[config.mk]
export PLATFORM = sky130hd
export DESIGN_NAME = freq_meter
export DESIGN_NICKNAME = d
export VERILOG_FILES = /design/src/rtl/freq_meter.sv
export SDC_FILE = /design/constraint.sdc
export NUM_CORES = 1
export LEC_CHECK = 0
export CORE_MARGIN = 5
export CORE_UTILIZATION = 58
export CTS_BUF_LIST = sky130_fd_sc_hd__clkbuf_4 sky130_fd_sc_hd__clkbuf_8
export DETAILED_ROUTE_END_ITERATION = 8
export PLACE_DENSITY = 0.82
export SYNTH_ARGS = -nofsm -noshare
export SYNTH_HDL_FRONTEND = slang
export SYNTH_SLANG_ARGS = --single-unit
[constraint.sdc]
create_clock -name clk_i -period 5.7 [get_ports clk_i]
set_input_delay 1.14 -clock clk_i [delete_from_list [all_inputs] [get_ports clk_i]]
set_output_delay 1.14 -clock clk_i [all_outputs]
set_load 0.01 [all_outputs]
[src/rtl/freq_meter.sv]
// Measures period and high time of sig_in_i in clk_i cycles, with a one-cycle valid strobe.
// Define FREQ_METER_AVG_EN to report the mean of four periods per valid strobe.
//
// state     | meaning
// ----------+-----------------------------------------------------------
// S_IDLE    | disabled; counters held at zero
// S_ARM     | waiting for the first rising edge, timeout timer running
// S_MEASURE | counting between rising edges, result on every edge
module freq_meter #(
   parameter int unsigned      WIDTH   = 32,
   parameter logic [WIDTH-1:0] TIMEOUT = WIDTH'(32'hFFFF_FFFF)
) (
   input  logic             clk_i,
   input  logic             rst_i,
   input  logic             enable_i,
   input  logic             sig_in_i,
   output logic [WIDTH-1:0] period_o,
   output logic [WIDTH-1:0] high_time_o,
   output logic             valid_o,
   output logic             timeout_o
);

   typedef enum logic [1:0] {
      S_IDLE    = 2'd0,
      S_ARM     = 2'd1,
      S_MEASURE = 2'd2
   } state_e;

   localparam logic [WIDTH-1:0] CNT_LAST = TIMEOUT - WIDTH'(1);

   state_e           state_q, state_d;
   logic [2:0]       sync_q;
   logic [WIDTH-1:0] cnt_q, cnt_d;
   logic [WIDTH-1:0] high_cnt_q, high_cnt_d;
   logic [WIDTH-1:0] period_q, period_d;
   logic [WIDTH-1:0] high_time_q, high_time_d;
   logic             valid_q, valid_d;
   logic             timeout_q, timeout_d;

   logic             sig_s;
   logic             rise;
   logic             cnt_last;
   logic             meas_done;
   logic             report;
   logic [WIDTH-1:0] result_period;

   assign sig_s     = sync_q[1];
   assign rise      = sync_q[1] & ~sync_q[2];
   assign cnt_last  = (cnt_q == CNT_LAST);
   assign meas_done = enable_i && (state_q == S_MEASURE) && rise;

`ifdef FREQ_METER_AVG_EN
   logic [WIDTH+1:0] acc_q, acc_d;
   logic [1:0]       idx_q, idx_d;
   logic [WIDTH+1:0] acc_sum;
   logic             to_hit;

   assign acc_sum       = acc_q + {2'b00, cnt_q};
   assign result_period = acc_sum[WIDTH+1:2];
   assign to_hit        = enable_i && (state_q != S_IDLE) && !rise && cnt_last;

   always_comb begin
      acc_d  = acc_q;
      idx_d  = idx_q;
      report = 1'b0;
      if (!enable_i || to_hit) begin
         acc_d = '0;
         idx_d = '0;
      end else if (meas_done) begin
         if (idx_q == 2'd3) begin
            report = 1'b1;
            acc_d  = '0;
            idx_d  = '0;
         end else begin
            acc_d = acc_sum;
            idx_d = idx_q + 2'd1;
         end
      end
   end

   always_ff @(posedge clk_i or posedge rst_i) begin
      if (rst_i) begin
         acc_q <= '0;
         idx_q <= '0;
      end else begin
         acc_q <= acc_d;
         idx_q <= idx_d;
      end
   end
`else
   assign report        = meas_done;
   assign result_period = cnt_q;
`endif

   always_ff @(posedge clk_i or posedge rst_i) begin
      if (rst_i) begin
         state_q     <= S_IDLE;
         sync_q      <= '0;
         cnt_q       <= '0;
         high_cnt_q  <= '0;
         period_q    <= '0;
         high_time_q <= '0;
         valid_q     <= 1'b0;
         timeout_q   <= 1'b0;
      end else begin
         state_q     <= state_d;
         sync_q      <= {sync_q[1:0], sig_in_i};
         cnt_q       <= cnt_d;
         high_cnt_q  <= high_cnt_d;
         period_q    <= period_d;
         high_time_q <= high_time_d;
         valid_q     <= valid_d;
         timeout_q   <= timeout_d;
      end
   end

   always_comb begin
      state_d = state_q;
      if (!enable_i) begin
         state_d = S_IDLE;
      end else begin
         case (state_q)
            S_IDLE:    state_d = S_ARM;
            S_ARM:     if (rise) state_d = S_MEASURE;
            S_MEASURE: if (!rise && cnt_last) state_d = S_ARM;
            default:   state_d = S_IDLE;
         endcase
      end
   end

   // A rise always beats a timeout landing on the same cycle.
   always_comb begin
      cnt_d       = cnt_q;
      high_cnt_d  = high_cnt_q;
      period_d    = period_q;
      high_time_d = high_time_q;
      valid_d     = 1'b0;
      timeout_d   = timeout_q;
      if (!enable_i) begin
         cnt_d      = '0;
         high_cnt_d = '0;
      end else begin
         case (state_q)
            S_ARM, S_MEASURE: begin
               if (rise) begin
                  cnt_d      = WIDTH'(1);
                  high_cnt_d = WIDTH'(1);
                  if (state_q == S_MEASURE) begin
                     timeout_d = 1'b0;
                     if (report) begin
                        period_d    = result_period;
                        high_time_d = high_cnt_q;
                        valid_d     = 1'b1;
                     end
                  end
               end else if (cnt_last) begin
                  timeout_d  = 1'b1;
                  cnt_d      = '0;
                  high_cnt_d = '0;
               end else begin
                  cnt_d = cnt_q + WIDTH'(1);
                  if (state_q == S_MEASURE) begin
                     high_cnt_d = high_cnt_q + WIDTH'(sig_s);
                  end
               end
            end
            default: begin
               cnt_d      = '0;
               high_cnt_d = '0;
            end
         endcase
      end
   end

   assign period_o    = period_q;
   assign high_time_o = high_time_q;
   assign valid_o     = valid_q;
   assign timeout_o   = timeout_q;

endmodule

==> Yosys cells after proc, flatten, opt, wreduce, memory -nomap -nowiden <==
Cells that the tools add are included.
W data, S select, Z words.
{ "word_totals": {"memories": 0, "romBits": 0, "register_bits": 135, "ramBits": 0, "latch_bits": 0, "inputBits": 4} }
{ "op_classes": {"reduce_logical": 10, "bitwise": 2, "n_shift": 0, "n_mul": 0, "n_eq_ne": 7, "mux": 21, "n_lt_le_gt_ge": 0, "div_mod_pow": 0, "n_addsub": 2} }
{ "ops": {"columns": ["operator", "count"], "rows": [
  ["$mux W32", 9],
  ["$add A32 B1 Y32", 1],
  ["$add A32 B1 Y32 const B", 1],
  ["$eq A32 B32 Y1 const B", 1],
  ["$mux W1", 8],
  ["$mux W2", 3],
  ["$ne A3 B3 Y1 const B", 2],
  ["$pmux W2 S3", 1],
  ["$ne A5 B5 Y1 const B", 1],
  ["$reduce_and A5 Y1", 1],
  ["$reduce_and A4 Y1", 1],
  ["$logic_and A1 B1 Y1", 3],
  ["$eq A2 B1 Y1 const B", 1],
  ["$eq A2 B2 Y1 const B", 1],
  ["$logic_not A2 Y1", 1],
  ["$ne A2 B1 Y1 const B", 1],
  ["$reduce_and A2 Y1", 1],
  ["$reduce_bool A2 Y1", 1],
  ["$reduce_or A2 Y1", 1],
  ["$and A1 B1 Y1", 1],
  ["$logic_not A1 Y1", 1],
  ["$not A1 Y1", 1]
]} }

==> Longest topological paths before layout <==
{ "logic_depth": {"depth_word": 8, "mapped_depth": 9, "depth_no_buf": 7} }

==> Least setup slack after synthesis <==
Ideal clock, no wire load.
{ "synth_path": {"kind": "input-to-reg", "from": "input enable_i", "to": "register high_time_q[17] (netlist: high_time_o[17])", "cell_stages": 6, "path_buffers": 2, "t_arrival_ns": 2.114, "setup_time_ns": 0.065, "required_time_ns": 5.635, "path_slack_ns": 3.521, "path_cell_list": "nor2b_1 -> nand3_1 -> clkbuf_1 -> clkbuf_1 -> nand2_1 -> nand2_1"} }
{ "synth_via": {"elab_chain_len": 3} }
{ "synth_lines": {"columns": ["item", "line", "source"], "rows": [
  ["start: declaration", "15", "input logic enable_i,"],
  ["$logic_and A1 B1 Y1 (2 in a row)", "50", "assign meas_done = enable_i && (state_q == S_MEASURE) && rise;"],
  ["$reduce_and A5 Y1 (no line) *", null, null],
  ["end signal: assignment", "111", "high_time_q <= high_time_d;"],
  ["end: declaration", "36", "logic [WIDTH-1:0] high_time_q, high_time_d;"]
]} }
Every way passes the cells marked *; elsewhere a longest branch is shown, timed or not.
A chain may end at the register's enable or synchronous reset.

==> Worst setup path after layout <==
{ "layout_path": {"from": "input enable_i", "to": "register period_q[31] (netlist: period_o[31])"} }
{ "layout_via": {"elab_chain_len": 3} }
{ "layout_lines": {"columns": ["item", "line", "source"], "rows": [
  ["$logic_and A1 B1 Y1 (2 in a row)", "50", null],
  ["$reduce_and A5 Y1 (no line) *", null, null],
  ["end signal: assignment", "110", "period_q <= period_d;"],
  ["end: declaration", "35", "logic [WIDTH-1:0] period_q, period_d;"]
]} }
Marks and branches as above.

==> key figures <==
Status
  – Status: finished clean

Floorplan
  – Row cnt: 37
  – Starting density of the core: 58.5%
  – Die ar.: 12400 µm²
  – Die H: 111 µm
  – Die width: 111 µm
  – CORE AREA: 10100 µm²
  – Num ports: 70

Final layout
  – FF+latch area: 3380 µm²
  – Layout cells sized above 1: 7.03%
  – Fin nets: 695
  – Layout fillers: 740
  – Multi-input logic area: 2380 µm²
  – Area delta synth->final: 20.0%
  – Number of diodes: 0

Logic synthesis
  – Ys Warns: 0
  – Area contributors post-synth: dfrtp_1, nand2_1, xor2_1, nor2_1, xnor2_1
  – Post-synth top area cell: dfrtp_1
  – Synth Cell Area: 5930 µm²
  – Syn Area/Cell: 9.62 µm²
  – Syn_nets: 628
  – Synth Register Bits: 135
  – Post-synth EDFFs: 0
  – Sequential element share of the synthesized area: 56.9%
  – Most used DFF post-synth: dfrtp_1
  – Synth top area share: 56.9%
  – Share of synthesized registers carrying an async set or reset: 100%
  – Post-synth cell types: 33
  – Syn Inst Count: 617
  – Count leader, synth: nand2_1
  – Most frequent cells after synthesis: nand2_1, dfrtp_1, nor2_1

GRT
  – Pin count of the biggest net entering global routing: 71
  – Grt total ovfl: 0
  – Overall Global Routing Usage: 20.8%
  – Initial antenna violation count: 0
  – First-pass GRT wire length: 21300 µm
  – Vias in the first global route: 4564

Critical path
  – Critical-path top delay cell: inv_2
  – Critical Path Fanout Max: 62
  – Crit Path Class: in2reg
  – Startpoint types: input pin
  – Most Frequent Cell on Critical Path: nand2_1
  – Crit path DAT: 3.05 ns
  – Critical Path RT: 6.06 ns
  – Critical path cell sequence: clkdlybuf4s50_1 -> nor2b_1 -> nand3_2 -> inv_2 -> nand2_1 -> nand2_1
  – CP Capture Type: register
  – Max incr delay on CP: 0.73 ns

STA
  – Slew Limit Headroom: 17.1%
  – RSZ-0062 raised after global routing: false
  – Final WS setup: 3.01 ns
  – Worst Tran Pin Value: 1.24 ns
  – Crit path time final: 2.69 ns
  – Fin crit share: 47.2%
  – Final count of hold timing violations: 0
  – WHS: 0.378 ns
  – Max-slew violations: 0
  – Worst Skew: 0.0157 ns
  – Setup_tns: 0 ns
  – Setup violations, final: 0
  – Fmax: 372 MHz

Power
  – Lkg Pwr: 0.00338 µW
  – PD cells: 274 nW/µm²
  – Max rail drop VDD: 154 µV
  – Tot Pwr: 1950 µW

Place
  – I/O Buffers: 69
  – Gpl congestion: 0.821
  – Detailed placer's ending HPWL: 7670 µm
  – Dpl ws: 2.57 ns

Clock network
  – Postcts setup bufs: 0
  – Post-CTS Hold Buffers: 0
  – CTS tree: built
  – Longest Clk Path Bufs: 2
  – Clk pin slew, worst setup/hold paths: 0.07 ns
  – H-tree depth: 4
  – CTS root buffer: clkbuf_8
  – Clock sink count: 135
  – Clk Latency, worst-skew pair: 0.43 ns
  – Num CTS Buffers: 17
  – Post-cts sizing count: 0

Detailed routing
  – Routed wire length: 12100 µm
  – Vias/cell: 5.35
  – Pre-antenna DRT Iters: 4
  – Wire per inst: 14.5 µm
  – Total vias in the final route: 4454
  – Drt initial violations: 251
  – Remaining DRCs: 0
  – Routed Antenna Nets: 0

Hold path
  – Hold Crit Class: reg2reg

Job
  – Max-Cap Viols: 0
## layout make-up
type	instances	area share, %
timing repair buffer	72	10.0
clock buffer	20	3.78
clock inverter	12	2.44
multi-input combinational	450	33.5
tap	136	2.39
sequential	135	47.4
inverter	8	0.457
## cells by family (layout without fill, tap and decap cells)
logic type	after synthesis	in the layout	share of synthesized area [%]
AND/OR/NAND/NOR	371	371	28.2
flip-flops	135	135	56.9
XOR/XNOR	61	61	9.00
buffers and inverters	32	112	3.02
AO/OA/AOI/OAI	8	8	0.844
adder cells (fa/ha/maj)	7	7	1.48
multiplexers	3	3	0.506
## stage by stage
| step | utilization [%] | cell area, µm² | cells |
|---|---|---|---|
| 6_report | 70.2 | 7120 | 833 |
| 5_1_grt | 70.2 | 7120 | 833 |
| 4_1_cts | 70.2 | 7120 | 833 |
| 3_5_place_dp | 65.9 | 6680 | 801 |
| 3_3_place_gp | 65.9 | 6680 | 801 |
| 2_1_floorplan | - | 5930 | 617 |
## placed cells by master, fill, tap and decap left out, types with 5 or more instances in the layout
master             n
and4_1             5
clkbuf_8          19
clkdlybuf4s50_1   69
nand2_1          211
nor2_1            76
ha_1               7
dfrtp_1          135
nand4_1           21
inv_1              6
xor2_1            43
and3_1            11
nand3_1           23
xnor2_1           18
## report_power, final
group / internal, µW / switching [µW]
registers: 968 / 10.3
clock network: 505 / 366
logic: 25.3 / 77.2
## path summary, 6_finish.rpt
| check | end | slack, ns | cells past startpoint | from |
|---|---|---|---|---|
| max reg2reg | high_cnt_q[16] | 3.07 | 5 | cnt_q[8] |
| min | sync_q[1] | 0.38 | 0 | sync_q[0] |
| min reg2reg | sync_q[1] | 0.38 | 0 | sync_q[0] |
| max in group asynchronous | state_q[0] | 3.48 | 3 | rst_i |
| max | period_o[31] | 3.01 | 6 | enable_i |
| min in group asynchronous | high_time_o[27] | 1.22 | 2 | rst_i |
## state kept, by name, indices dropped and copies added, names as in the netlist
signal / flops
sync_q: 3
cnt_q: 32
high_cnt_q: 32
period_o: 32
timeout_o: 1
state_q: 2
valid_o: 1
high_time_o: 32
## critical path, delay by kind of cell
kind | cells | cell delay (ns)
buffers and inverters | 2 | 1.27
and+or+nand+nor | 4 | 0.63
## layer usage
layer / up-vias / global-route usage (%) / part of all wire (%)
li1: 2120 / - / -
met1: 2199 / 25.8 / 43
met2: 120 / 35.9 / 51
met3: 15 / 4.97 / 5.0
met4: 0 / 6.97 / 0.85
met5: - / 0 / 0
Note: power is estimated with default switching activity, not from simulation.
